--- config.mk ---
export PLATFORM = sky130hd
export DESIGN_NAME = tdm_demux
export DESIGN_NICKNAME = d
export VERILOG_FILES = /design/src/rtl/tdm_demux.sv
export SDC_FILE = /design/constraint.sdc
export NUM_CORES = 1
export LEC_CHECK = 0
export BUFFER_PORTS_ARGS = -buffer_cell sky130_fd_sc_hd__buf_2
export CAP_MARGIN = 20
export CORE_AREA = 4 4 54 56
export DETAILED_ROUTE_END_ITERATION = 8
export DIE_AREA = 0 0 58 60
export GPL_ROUTABILITY_DRIVEN = 0
export PLACE_DENSITY_LB_ADDON = 0.15
export SLEW_MARGIN = 20
export SYNTH_ARGS = -nofsm -noshare
export SYNTH_HDL_FRONTEND = slang
export SYNTH_SLANG_ARGS = --single-unit
--- constraint.sdc ---
create_clock -name clk -period 1.65 [get_ports clk]
set_input_delay 0.33 -clock clk [delete_from_list [all_inputs] [get_ports clk]]
set_output_delay 0.33 -clock clk [all_outputs]
set_load 0.02 [all_outputs]
--- src/rtl/tdm_demux.sv ---
// Time-division demultiplexer: routes a framed serial sample stream into
// per-channel output registers with per-channel valid strobes.
module tdm_demux #(
  parameter int WIDTH    = 4,
  parameter int CHANNELS = 4,
  parameter int CW       = $clog2(CHANNELS)
) (
  input  logic                      clk,
  input  logic                      rst_n,
  input  logic [WIDTH-1:0]          in_data,
  input  logic                      in_valid,
  input  logic                      frame_start,
  output logic [CHANNELS*WIDTH-1:0] out_data,
  output logic [CHANNELS-1:0]       out_valid,
  output logic [CW-1:0]             chan,
  output logic                      busy,
  output logic                      frame_done,
  output logic                      frame_err
);

  typedef enum logic {IDLE, RECV} state_t;

  localparam logic [CW-1:0] LAST = CW'(CHANNELS - 1);

  state_t                    state, state_nx;
  logic [CW-1:0]             chan_nx;
  logic [CHANNELS*WIDTH-1:0] data_nx;
  logic [CHANNELS-1:0]       valid_nx;
  logic                      done_nx, err_nx;
  logic                      store;
  logic [CW-1:0]             slot;

  always_comb begin
    // NOTE: every output of this block gets a default first so no path can infer a latch.
    state_nx = state;
    chan_nx  = chan;
    data_nx  = out_data;
    valid_nx = '0;
    done_nx  = 1'b0;
    err_nx   = 1'b0;
    store    = 1'b0;
    slot     = '0;

    if (in_valid) begin
      if (frame_start) begin
        // A start inside a frame abandons the partial frame and is flagged.
        err_nx   = (state == RECV);
        store    = 1'b1;
        slot     = '0;
        chan_nx  = CW'(1);
        state_nx = RECV;
      end else if (state == IDLE) begin
        err_nx = 1'b1;
      end else begin
        store = 1'b1;
        slot  = chan;
        if (chan == LAST) begin
          done_nx  = 1'b1;
          chan_nx  = '0;
          state_nx = IDLE;
        end else begin
          chan_nx = CW'(chan + 1'b1);
        end
      end
    end

    for (int k = 0; k < CHANNELS; k++) begin
      if (store && slot == CW'(k)) begin
        data_nx[k*WIDTH +: WIDTH] = in_data;
        valid_nx[k]               = 1'b1;
      end
    end
  end

  // NOTE: the channel registers are plain flops, not a RAM, so clearing them on reset is cheap and required.
  always_ff @(posedge clk or negedge rst_n) begin
    if (!rst_n) begin
      state      <= IDLE;
      chan       <= '0;
      out_data   <= '0;
      out_valid  <= '0;
      frame_done <= 1'b0;
      frame_err  <= 1'b0;
    end else begin
      // NOTE: non-blocking assignments so every register samples pre-edge values.
      state      <= state_nx;
      chan       <= chan_nx;
      out_data   <= data_nx;
      out_valid  <= valid_nx;
      frame_done <= done_nx;
      frame_err  <= err_nx;
    end
  end

  assign busy = (state == RECV);

endmodule

After elaboration in Yosys (flattened, before gate mapping):

Index checks and enable logic that the tools add are counted.

* output and inout bits: 25
* register bits after elaboration: 25
* logic and storage cells: 44

* mux-type cells: 23
* reduce and logical (&&, ||, !) cells: 7
* equal/unequal tests: 4
* add/subtract/negate cells: 1

Operators by type and width (count)
* $mux W1: 17
* $mux W2: 6
* $eq A2 B2 Y1 const B: 3
* $logic_and A1 B1 Y1: 4
* $add A2 B1 Y2 const B: 1
* $eq A2 B1 Y1 const B: 1
* $logic_not A2 Y1: 1
* $reduce_and A2 Y1: 1
* $reduce_bool A2 Y1: 1

Longest topological paths before layout:

* depth in word-level cells: 6
* depth in mapped cells: 6

Worst setup path before layout:

OpenSTA, ideal clock, no wires.

* path type: flip-flop to flip-flop
* start point: reg state (netlist: busy)
* end point: reg out_data[12]
* slack: -0.163 ns
* arrival: 1.688 ns
* buffers on the path: 1
* cell stages (with the launch flop): 7
* cell sequence: dfrtp_1 inv_1 ha_1 and4bb_4 and3_4 buf_6 mux2_4

* word-level cells in the longest chain between the ends: 5

RTL lines
* start: declaration: RTL line 25 `state_t state, state_nx;`
* start signal: assignment: RTL line 86 `state <= state_nx;`
* $mux W2: RTL line 52 `end else if (state == IDLE) begin`
* $mux W2: RTL line 45 `if (frame_start) begin`
* $mux W2: RTL line 44 `if (in_valid) begin`
* $eq A2 B2 Y1: RTL line 68 `if (store && slot == CW'(k)) begin`
* $logic_and A1 B1 Y1 *: RTL line 68
* end signal: assignment: RTL line 88 `out_data <= data_nx;`
* end: declaration: RTL line 13 `output logic [CHANNELS*WIDTH-1:0] out_data,`

Every way passes the cells marked *; elsewhere a longest branch is shown, timed or not.
A chain may end at the register's enable or synchronous reset.

Final worst setup path:

* start point: reg state (netlist: busy)
* end point: reg out_data[15]

The elaborated chain is that of the path after synthesis.

==> results.py <==
metrics = {
    "status": {
        "outcome": "completed",
    },
    "sta": {
        "fmax_mhz": 638,
        "fin_crit_ps": 1570,
        "skew_ps": 2.84,
        "final.period_utilization_pct": 95.1,
        "slew_headroom_pct": 63.1,
        "fin_setup_tns_ps": 0,
        "maxSlewViolCount": 0,
        "setup_viol": 0,
        "hold_violations": 0,
        "worstMarginPinSlew_ps": 554,
        "rsz0062_at_grt": "false",
    },
    "global_routing": {
        "antenna_found_initial": 0,
        "grt_pass1_vias": 701,
        "grt_max_degree": 26,
        "track_usage_pct": 11.9,
        "grt_pass1_wl_mm": 3.09,
        "overflow": 0,
    },
    "route": {
        "drt-wirelength-per-cell_um": 13.9,
        "num_vias": 653,
        "drc": 0,
        "post_drt_via_cell_ratio": 4.77,
        "ant_nets": 0,
        "drt-pass1-iter-count": 2,
        "drt_iter0_markers": 15,
        "totalWireLength_mm": 1.91,
    },
    "yosys": {
        "yosys.cell_types.count": 18,
        "yosys.cell_count.top_type": "dfrtp_1",
        "ys_async_sr_fraction_pct": 100,
        "synth_top_area_cell": "dfrtp_1",
        "synthFlopType": "dfrtp_1",
        "synth_area_per_cell_sq_um": 15.3,
        "synth_edf_count": 0,
        "ys_ff_latch": 25,
        "synth_nets": 76,
        "synthTopCellsByCount": "25 x dfrtp_1, 12 x mux2_2, 5 x inv_1, 4 x mux2_4, 4 x nor2_1",
        "yosysSeqAreaShare_pct": 62.0,
        "synth_area_sq_um": 1010,
        "ys_top_cells_by_area": "dfrtp_1 62%, mux2_2 13%, mux2_4 5.9%",
        "netlist.area_leader.share_pct": 62.0,
        "yosysWarnings": 0,
        "syn_inst": 66,
    },
    "power_and_ir_drop": {
        "leakagePower_nw": 0.673,
        "peakVddDrop_uv": 974,
        "p_per_area_nw_per_um2": 1740,
    },
    "clocking": {
        "clock_sinks": 25,
        "worstSkewPairLatency_ps": 310,
        "clk_pin_slew_ps": 140,
        "cts-buffers-inserted": 3,
        "clk_path_buf_depth": 2,
        "cts_root_buf": "clkbuf_4",
        "cts_max_level": 1,
        "cts_tree": "built",
    },
    "place": {
        "place_inst": 131,
        "dpl.hpwl_mm": 1.45,
        "io_buffer_count": 32,
    },
    "critical_path": {
        "path_buf_inv": 1,
        "crit_type": "register to register",
        "startpoint": "busy",
        "cp_top_family": "simple AND/OR/NAND/NOR gates",
        "crit_path_top_delay_cell": "dfrtp_2",
        "max_stage_delay_ps": 390,
        "r2r_slack_ps": 80,
        "crit_arrival_ps": 1790,
        "cp.depth": 5,
        "cp_max_fo": 5,
        "startpoint_type": "register",
        "r2r_end": "out_data[15]",
        "crit_end": "out_data[15]",
        "crit_chain": "inv_2, ha_4, and4bb_4, and3_4, mux2_4",
        "rr_worst_depth": 5,
        "reg2reg_from": "busy",
        "cp-end-kind": "register",
        "worstPathRequired_ps": 1870,
    },
    "cells_and_area": {
        "antenna_cells": 0,
        "drive_gt1_share_pct": 59.8,
        "syn_to_final_growth_pct": 27.9,
        "fin_nets": 118,
        "fillers": 225,
        "stdcell_count": 137,
    },
    "flow_run": {
        "drv_cap": 0,
    },
    "floorplanning": {
        "core-area_sq_um": 2430,
        "die_area_sq_um": 3480,
        "ios": 33,
        "placementRows": 18,
        "start_util_pct": 41.5,
        "dieWidth_um": 58,
        "chipHeight_um": 60,
    },
    "hold_path": {
        "hp-start": "in_data[0]",
        "hp-class": "input pin to register",
    },
}
## flip-flops by register name, indices dropped and copies added (netlist names)
register and count:
frame_done 1, chan 2, out_valid 4, busy 1
out_data 16, frame_err 1
## how the worst min path moves through the flow
stage               cells past startpoint  slack (ps)            to
detailed placement                      1         350     frame_err
global placement                        1         350    frame_done
global route                            2         260  out_data[12]
finish                                  2         280  out_data[12]
floorplan                               0          30          busy
CTS                                     2         270  out_data[12]
## stage by stage
| step | util [%] | power (mW) | cell area [sq um] | hold WS, ps | worst slack [ps] |
|---|---|---|---|---|---|
| after global routing | 53.1 | 2.39 | 1290 | 262 | 57.7 |
| after global placement | 51.0 | 1.96 | 1240 | 345 | -19.8 |
| after CTS | 52.6 | 2.27 | 1280 | 270 | 32.9 |
| after detailed placement | 51.0 | 1.99 | 1240 | 347 | -34.3 |
| after floorplan | - | 1.63 | 1020 | 34.4 | 0.446 |
| final | 53.1 | 2.25 | 1290 | 279 | 81.4 |
## where the power goes
group | internal (mW) | total, mW | switching, mW
combinational | 0.449 | 1.01 | 0.560
clock | 0.0924 | 0.279 | 0.187
sequential | 0.840 | 0.964 | 0.124
## layer usage
layer | track usage [%] | vias to the layer above | share of wire, %
met5 | 0 | - | 0
met2 | 19.0 | 22 | 46
met3 | 3.89 | 2 | 7.5
met1 | 15.1 | 316 | 46
met4 | 4.30 | 0 | 0.99
li1 | - | 313 | -
## repair_timing
item | in CTS | in global routing
hold buffers | 1 | 0
setup endpoints to repair | 0 | 3
buffers inserted | 0 | 1
hold endpoints to repair | 25 | 0
gates resized for setup | 0 | 1
## logic make-up after synthesis
kind of cell,Yosys count,share of synthesized area (%)
AO/OA/AOI/OAI,4,4.34
adder cells (fa/ha/maj),2,2.48
buffers and inverters,6,2.97
flip-flops,25,62.0
multiplexers,16,19.3
AND/OR/NAND/NOR,13,8.92
## cells in the final DEF (no fill, tap or decap), types with 2 or more instances in the layout
| cell | instances |
|---|---|
| buf_2 | 32 |
| dfrtp_1 | 24 |
| mux2_2 | 11 |
| mux2_4 | 5 |
| buf_4 | 5 |
| inv_1 | 4 |
| nor2_1 | 4 |
| clkbuf_4 | 3 |
| nand3b_1 | 2 |
| nor2b_1 | 2 |
## worst register-to-register path: cells and delay by family, from the launching register on
| family | cells | cell delay, ps |
|---|---|---|
| and+or+nand+nor | 2 | 560 |
| DFF | 1 | 390 |
| muxes | 1 | 310 |
| adders and majority gates | 1 | 150 |
| buffers and inverters | 1 | 60 |
## layout make-up
| class | count | area, sq um | share of cell area, % |
|---|---|---|---|
| clock buffer | 3 | 22.5 | 1.74 |
| clock inverter | 1 | 7.51 | 0.581 |
| inverter | 5 | 18.8 | 1.45 |
| multi-input combinational | 35 | 370 | 28.7 |
| sequential | 25 | 627 | 48.5 |
| tap | 30 | 37.5 | 2.91 |
| timing repair buffer | 38 | 208 | 16.1 |
Note: power is estimated with default switching activity, not from simulation.
